$ cat src/rtl/ext_pipe_if.sv
// Request/result handshake bundle for ext_pipe: immediate request in, extended result out.
interface ext_pipe_if #(
    parameter int N = 24,
    parameter int W = 32
);
    logic         in_valid;
    logic         in_ready;
    logic [N-1:0] in_imm;
    logic [1:0]   in_mode;
    logic         out_valid;
    logic         out_ready;
    logic [W-1:0] out_ext;
    logic         out_carry;

    modport master (
        output in_valid, in_imm, in_mode, out_ready,
        input  in_ready, out_valid, out_ext, out_carry
    );

    modport slave (
        input  in_valid, in_imm, in_mode, out_ready,
        output in_ready, out_valid, out_ext, out_carry
    );
endinterface

$ cat src/rtl/ext_pipe.sv
// Two-stage immediate extender (S1 capture, S2 result) with valid/ready flow control.
// Optional macro EXT_PIPE_ROT_IMM_EN turns mode 00 into an 8-bit rotated immediate with carry-out.
module ext_pipe #(
    parameter int N = 24,
    parameter int W = 32
) (
    input  logic        clk,
    input  logic        reset_n,
    ext_pipe_if.slave   bus
);

    logic         vld_p1_q, vld_p1_d;
    logic         vld_p2_q, vld_p2_d;
    logic [N-1:0] imm_p1_q;
    logic [1:0]   mode_p1_q;
    logic [W-1:0] ext_p2_q;
    logic         carry_p2_q;
    logic [W:0]   res_d;
    logic         adv;
    logic         in_rdy;

    // Returns {carry, extended value} for one immediate/mode pair.
    function automatic logic [W:0] extend(input logic [N-1:0] imm, input logic [1:0] mode);
        logic signed [N+1:0] br;
        logic signed [15:0]  h16;
        logic [31:0]         rot;
        logic                cy;
        logic [W:0]          res;
`ifdef EXT_PIPE_ROT_IMM_EN
        logic [4:0]          amt;
        logic [63:0]         dbl;
`endif
        br  = {imm, 2'b00};
        h16 = imm[15:0];
        rot = {24'd0, imm[7:0]};
        cy  = 1'b0;
`ifdef EXT_PIPE_ROT_IMM_EN
        amt = {imm[11:8], 1'b0};
        dbl = {rot, rot} >> amt;
        rot = dbl[31:0];
        cy  = (amt != 5'd0) && rot[31];
`endif
        res = '0;
        case (mode)
            2'b00:   res = {cy, W'(rot)};
            2'b01:   res = {1'b0, W'(imm[11:0])};
            2'b10:   res = {1'b0, W'(br)};
            default: res = {1'b0, W'(h16)};
        endcase
        return res;
    endfunction

    // S1 may load whenever it is empty or moving into S2 this cycle.
    assign adv      = !vld_p2_q || bus.out_ready;
    assign in_rdy   = !vld_p1_q || adv;
    assign vld_p1_d = in_rdy ? bus.in_valid : vld_p1_q;
    assign vld_p2_d = adv ? vld_p1_q : vld_p2_q;
    assign res_d    = extend(imm_p1_q, mode_p1_q);

    always_ff @(posedge clk or negedge reset_n) begin
        if (!reset_n) begin
            vld_p1_q <= 1'b0;
            vld_p2_q <= 1'b0;
        end else begin
            vld_p1_q <= vld_p1_d;
            vld_p2_q <= vld_p2_d;
        end
    end

    // S1: capture raw request
    always_ff @(posedge clk) begin
        if (in_rdy && bus.in_valid) begin
            imm_p1_q  <= bus.in_imm;
            mode_p1_q <= bus.in_mode;
        end
    end

    // S2: extended result
    always_ff @(posedge clk) begin
        if (adv && vld_p1_q) begin
            ext_p2_q   <= res_d[W-1:0];
            carry_p2_q <= res_d[W];
        end
    end

    // Data registers carry no reset, so outputs are qualified by valid.
    assign bus.in_ready  = in_rdy;
    assign bus.out_valid = vld_p2_q;
    assign bus.out_ext   = vld_p2_q ? ext_p2_q : '0;
    assign bus.out_carry = vld_p2_q && carry_p2_q;

endmodule

$ cat src/flat_wrapper.sv
// flat-port wrapper written by rule: the top's interface ports become plain ports
module ext_pipe_flat 
#(
    parameter int N = 24,
    parameter int W = 32
)
  (clk, reset_n, bus_in_valid, bus_in_imm, bus_in_mode, bus_out_ready, bus_in_ready, bus_out_valid, bus_out_ext, bus_out_carry);
  ext_pipe_if #(.N(N), .W(W)) bus_i ();
  input  logic clk;
  input  logic reset_n;
  input wire logic [$bits(bus_i.in_valid)-1:0] bus_in_valid;
  input wire logic [$bits(bus_i.in_imm)-1:0] bus_in_imm;
  input wire logic [$bits(bus_i.in_mode)-1:0] bus_in_mode;
  input wire logic [$bits(bus_i.out_ready)-1:0] bus_out_ready;
  output wire logic [$bits(bus_i.in_ready)-1:0] bus_in_ready;
  output wire logic [$bits(bus_i.out_valid)-1:0] bus_out_valid;
  output wire logic [$bits(bus_i.out_ext)-1:0] bus_out_ext;
  output wire logic [$bits(bus_i.out_carry)-1:0] bus_out_carry;
  assign bus_i.in_valid = bus_in_valid;
  assign bus_i.in_imm = bus_in_imm;
  assign bus_i.in_mode = bus_in_mode;
  assign bus_i.out_ready = bus_out_ready;
  assign bus_in_ready = bus_i.in_ready;
  assign bus_out_valid = bus_i.out_valid;
  assign bus_out_ext = bus_i.out_ext;
  assign bus_out_carry = bus_i.out_carry;
  ext_pipe #(.N(N), .W(W)) u_core (.clk(clk), .reset_n(reset_n), .bus(bus_i));
endmodule
$ cat config.mk
export PLATFORM = sky130hd
export DESIGN_NAME = ext_pipe_flat
export DESIGN_NICKNAME = d
export VERILOG_FILES = /design/src/rtl/ext_pipe_if.sv /design/src/rtl/ext_pipe.sv /design/src/flat_wrapper.sv
export SDC_FILE = /design/constraint.sdc
export NUM_CORES = 1
export LEC_CHECK = 0
export CORE_MARGIN = 10
export CORE_UTILIZATION = 37
export DETAILED_ROUTE_END_ITERATION = 7
export MAX_ROUTING_LAYER = met4
export PLACE_DENSITY = 0.68
export REMOVE_ABC_BUFFERS = 1
export SLEW_MARGIN = 5
export SYNTH_ARGS = -nofsm -noshare
export SYNTH_HDL_FRONTEND = slang
export SYNTH_SLANG_ARGS = --single-unit
$ cat constraint.sdc
create_clock -name clk -period 3.74 [get_ports clk]
set_clock_uncertainty 0.15 [all_clocks]
set_input_delay 0.561 -clock clk [delete_from_list [all_inputs] [get_ports clk]]
set_output_delay 0.561 -clock clk [all_outputs]
set_load 0.02 [all_outputs]
# [After elaboration in Yosys (flattened, before gate mapping)]
# Index checks and enable logic that the tools add are counted.
[op_classes] n_eq_ne=2 muxes=2 n_reduce_logical=8
[ops] op="case mux 32 bit (3 select lines)" count=1
[ops] op="2-to-1 mux 32 bit" count=1
[ops] op="logical AND 1 bit" count=3
[ops] op="equality test 2 x 1 -> 1 bit, second input constant" count=1
[ops] op="equality test 2 bit, second input constant" count=1
[ops] op="zero test 1 bit" count=2
[ops] op="zero test 2 bit" count=1
[ops] op="logical OR 1 bit" count=2
[totals] register_bits=61 input_bits=30 out_inout_bits=35 word_cells=18

# [Longest topological paths before layout]
[depth] ltp_word=4 depth_mapped=4 mapped_depth_nobuf=2

# [Worst setup path after synthesis]
# Ideal clock, no wire load.
[synth_path] path_kind="input-to-reg" start="input bus_out_ready" end="register u_core.imm_p1_q[0] (enable)" setup_time_ns=0.385 arrival_time_ns=1.519 required_ns=3.205 setup_slack_ns=1.686 path_stages=2 path_buffers=0 path_cell_list="nand3b_1 -> and2_1"
[synth_via] elab_chain_cells=3
[synth_rtl] item="start, declared" line="flat_wrapper.sv:14" text="input wire logic [$bits(bus_i.out_ready)-1:0] bus_out_ready;"
[synth_rtl] item="logical OR 1 bit" line="ext_pipe.sv:54" text="assign adv = !vld_p2_q || bus.out_ready;"
[synth_rtl] item="logical OR 1 bit" line="ext_pipe.sv:55" text="assign in_rdy = !vld_p1_q || adv;"
[synth_rtl] item="logical AND 1 bit" line="ext_pipe.sv:72" text="if (in_rdy && bus.in_valid) begin"
[synth_rtl] item="end signal, assigned" line="ext_pipe.sv:73" text="imm_p1_q <= bus.in_imm;"
[synth_rtl] item="end, declared" line="ext_pipe.sv:14" text="logic [N-1:0] imm_p1_q;"
# Every way passes these cells.
# A chain may end at the register's enable or synchronous reset.

# [Worst setup path in the final report]
[layout_path] start="register u_core.vld_p2_q, in the netlist u_core.bus.out_valid" end="output bus_out_ext[25]"
[layout_via] elab_chain_cells=1
[layout_rtl] item="start, declared" line="ext_pipe.sv:13" text="logic vld_p2_q, vld_p2_d;"
[layout_rtl] item="start signal, assigned" line="ext_pipe.sv:66" text="vld_p2_q <= vld_p2_d;"
[layout_rtl] item="2-to-1 mux 32 bit" line="ext_pipe.sv:89" text="assign bus.out_ext = vld_p2_q ? ext_p2_q : '0;"
[layout_rtl] item="end, declared" line="flat_wrapper.sv:17" text="output wire logic [$bits(bus_i.out_ext)-1:0] bus_out_ext;"
# Every way passes these cells.

==> impl_metrics.env <==
export IMPL_synth_edf_count=52
export IMPL_design_power_total_mw=1.29
export IMPL_clk_path_buf_depth=2
export IMPL_antenna_found_initial=0
export IMPL_cp_arrival_ns=2.06
export IMPL_power_density_nw_per_um2=428
export IMPL_synth_seq_cells=54
export IMPL_fin_tns_setup_ns=0
export IMPL_critPathLaunchType="register"
export IMPL_place_congestion=0.746
export IMPL_hpwl_mm=3.09
export IMPL_met3_usage_pct=2.93
export IMPL_ys_seq_area_share_pct=70.1
export IMPL_synth_common_cells="edfxtp_1 (52), and2_1 (29), nand2b_1 (14)"
export IMPL_netlist_area_um2=2300
export IMPL_num_rows=28
export IMPL_clock_sinks=54
export IMPL_die_area_um2=9760
export IMPL_grt_first_pass_wirelength_mm=6.62
export IMPL_cpPeakStageDelay_ns=0.76
export IMPL_hold_buffers=0
export IMPL_period_share_pct=74.1
export IMPL_rr_endpoint="u_core.ext_p2_q[3]"
export IMPL_areaGrowthSynthToFinish_pct=31.5
export IMPL_synthTopCellsByArea="edfxtp_1 (68%), and2_1 (7.9%), nand2b_1 (3.8%)"
export IMPL_hold_violations=0
export IMPL_wirelength_mm=4.08
export IMPL_use_met2_pct=14.1
export IMPL_fmax_mhz=361
export IMPL_max_cap_violations=0
export IMPL_layout_min_cycle_time_ns=2.77
export IMPL_h_tree_depth=2
export IMPL_finalSetupViolCount=0
export IMPL_grt_max_degree=30
export IMPL_synthCells=142
export IMPL_synth_top_area_share_pct=67.9
export IMPL_rsz0062_at_grt="false"
export IMPL_initial_core_util_pct=38.4
export IMPL_num_vias=1214
export IMPL_drive_above_1_share_pct=11.4
export IMPL_grt_pass1_vias=1281
export IMPL_worstMarginPinSlew_ns=0.698
export IMPL_synth_most_common_cell="edfxtp_1"
export IMPL_root_buffer="clkbuf_8"
export IMPL_synthArstFlopShare_pct=3.70
export IMPL_critPathKind="reg -> out"
export IMPL_crit_slowest_cell="dfrtp_1"
export IMPL_die_h_um=98.8
export IMPL_cts_setup_buffers=0
export IMPL_reg2reg_depth=2
export IMPL_drc_errors=0
export IMPL_cp_required_ns=3.03
export IMPL_ys_warn_count=0
export IMPL_drt_iter0_markers=63
export IMPL_antenna_cells=0
export IMPL_r2r_start="u_core.mode_p1_q[0]"
export IMPL_first_pass_iters=6
export IMPL_die_x_um=98.8
export IMPL_avgRoutedWirePerCell_um=14.7
export IMPL_cts_resized=0
export IMPL_r2r_slack_ns=1.77
export IMPL_numCtsBuffers=5
export IMPL_slew_headroom_pct=53.4
export IMPL_cts_tree="built"
export IMPL_slew_violations=0
export IMPL_path_clk_slew_ns=0.10
export IMPL_antenna_left=0
export IMPL_synth_cell_types=20
export IMPL_nNetsFinal=231
export IMPL_outcome="finished clean"
export IMPL_overflow=0
export IMPL_multiInputGateArea_um2=581
export IMPL_yosysTopAreaCell="edfxtp_1"
export IMPL_endpoint_kind="output pin"
export IMPL_clock_latency_ns=0.30
export IMPL_numPortBuffers=63
export IMPL_grt_busiest_layer="met2"
export IMPL_regArea_um2=1610
export IMPL_path_cells="and2_1 > clkdlybuf4s50_1"
export IMPL_cp_max_fo=29
export IMPL_num_fill_cells=534
export IMPL_globalRouteMet1Util_pct=9.58
export IMPL_hp_class="in -> async"
export IMPL_leakagePower_nw=1.07
export IMPL_core_area_um2=5990
export IMPL_globalRouteTotalUtil_pct=8.56
export IMPL_avgSynthCellArea_um2=16.2
export IMPL_ir_drop_mv=0.261
export IMPL_viasPerCell=4.38
export IMPL_boundaryPins=65
export IMPL_synth_flop_cell="edfxtp_1"
==> per-layer routing <==
layer	part of all wire (%)	vias up
met2	52	35
met1	42	566
met3	5.7	0
li1	-	613
met5	0	-
met4	0	0
==> through the flow <==
step	area [µm²]	worst slack [ns]	util (%)	hold slack, ns	cells
3_3_place_gp	2930	1.24	48.9	0.325	269
6_report	3020	0.968	50.4	0.261	277
5_1_grt	3020	0.792	50.4	0.252	277
2_1_floorplan	2190	1.25	-	0.115	129
4_1_cts	3020	0.894	50.4	0.251	277
3_5_place_dp	2930	1.23	48.9	0.349	269
==> sequential cells by signal, summed over array words and instances, names as in the netlist <==
signal	flops
u_core.bus.out_valid	1
u_core.ext_p2_q	26
u_core.imm_p1_q	24
u_core.mode_p1_q	2
u_core.vld_p1_q	1
==> power by group <==
group          total (mW)  switching, mW  internal [mW]
Combinational       0.233          0.108          0.126
Clock               0.318          0.186          0.132
Sequential          0.741         0.0230          0.718
==> cells in the final DEF, fill, tap and decap left out <==
cell type,Yosys,final
mux2_4,5,5
a21boi_1,6,6
nor2b_4,1,1
nand3b_1,1,1
mux2i_1,3,3
clkinv_2,0,1
buf_4,7,2
clkdlybuf4s50_1,0,63
nor2b_1,3,3
nand2_4,1,1
a21boi_2,4,4
clkbuf_8,0,5
mux2_1,1,1
conb_1,1,1
edfxtp_1,52,52
clkinvlp_4,0,1
nand2b_1,14,14
a22o_1,4,4
clkinv_4,0,1
and2_1,29,29
and2_2,2,2
dfrtp_1,2,2
==> worst max-delay path: cells and delay by family, from the launching register on <==
kind / cells / cell delay (ns)
buffers and inverters: 1 / 0.65
flip-flops: 1 / 0.76
AND/OR/NAND/NOR: 1 / 0.33
==> worst max-delay path by stage <==
stage,startpoint,endpoint,depth (start not counted)
6_report,u_core.bus.out_valid,bus_out_ext[25],2
3_5_place_dp,bus_out_ready,bus_in_ready,3
5_1_grt,u_core.bus.out_valid,bus_out_ext[26],2
4_1_cts,u_core.bus.out_valid,bus_out_ext[25],2
2_1_floorplan,u_core.bus.out_valid,bus_out_ext[25],1
3_3_place_gp,bus_out_ready,bus_in_ready,3
==> cells by family (layout without fill, tap and decap cells) <==
family          count (synthesis)  count (layout)  share of synthesized area, %
compound gates                 14              14                          5.44
buf+inv                        13              73                          4.63
flops                          54              54                          70.1
mux                             9               9                          5.06
other cells                     1               1                         0.163
simple gates                   51              51                          14.6
==> cell type report <==
class	count	share of cell area, %
clock buffers	5	2.28
clock inverters	3	0.704
multi-input cells	75	19.2
flip-flops and latches	54	53.3
well taps	75	3.11
repair buffers	65	21.4
Note: power is estimated with default switching activity, not from simulation.
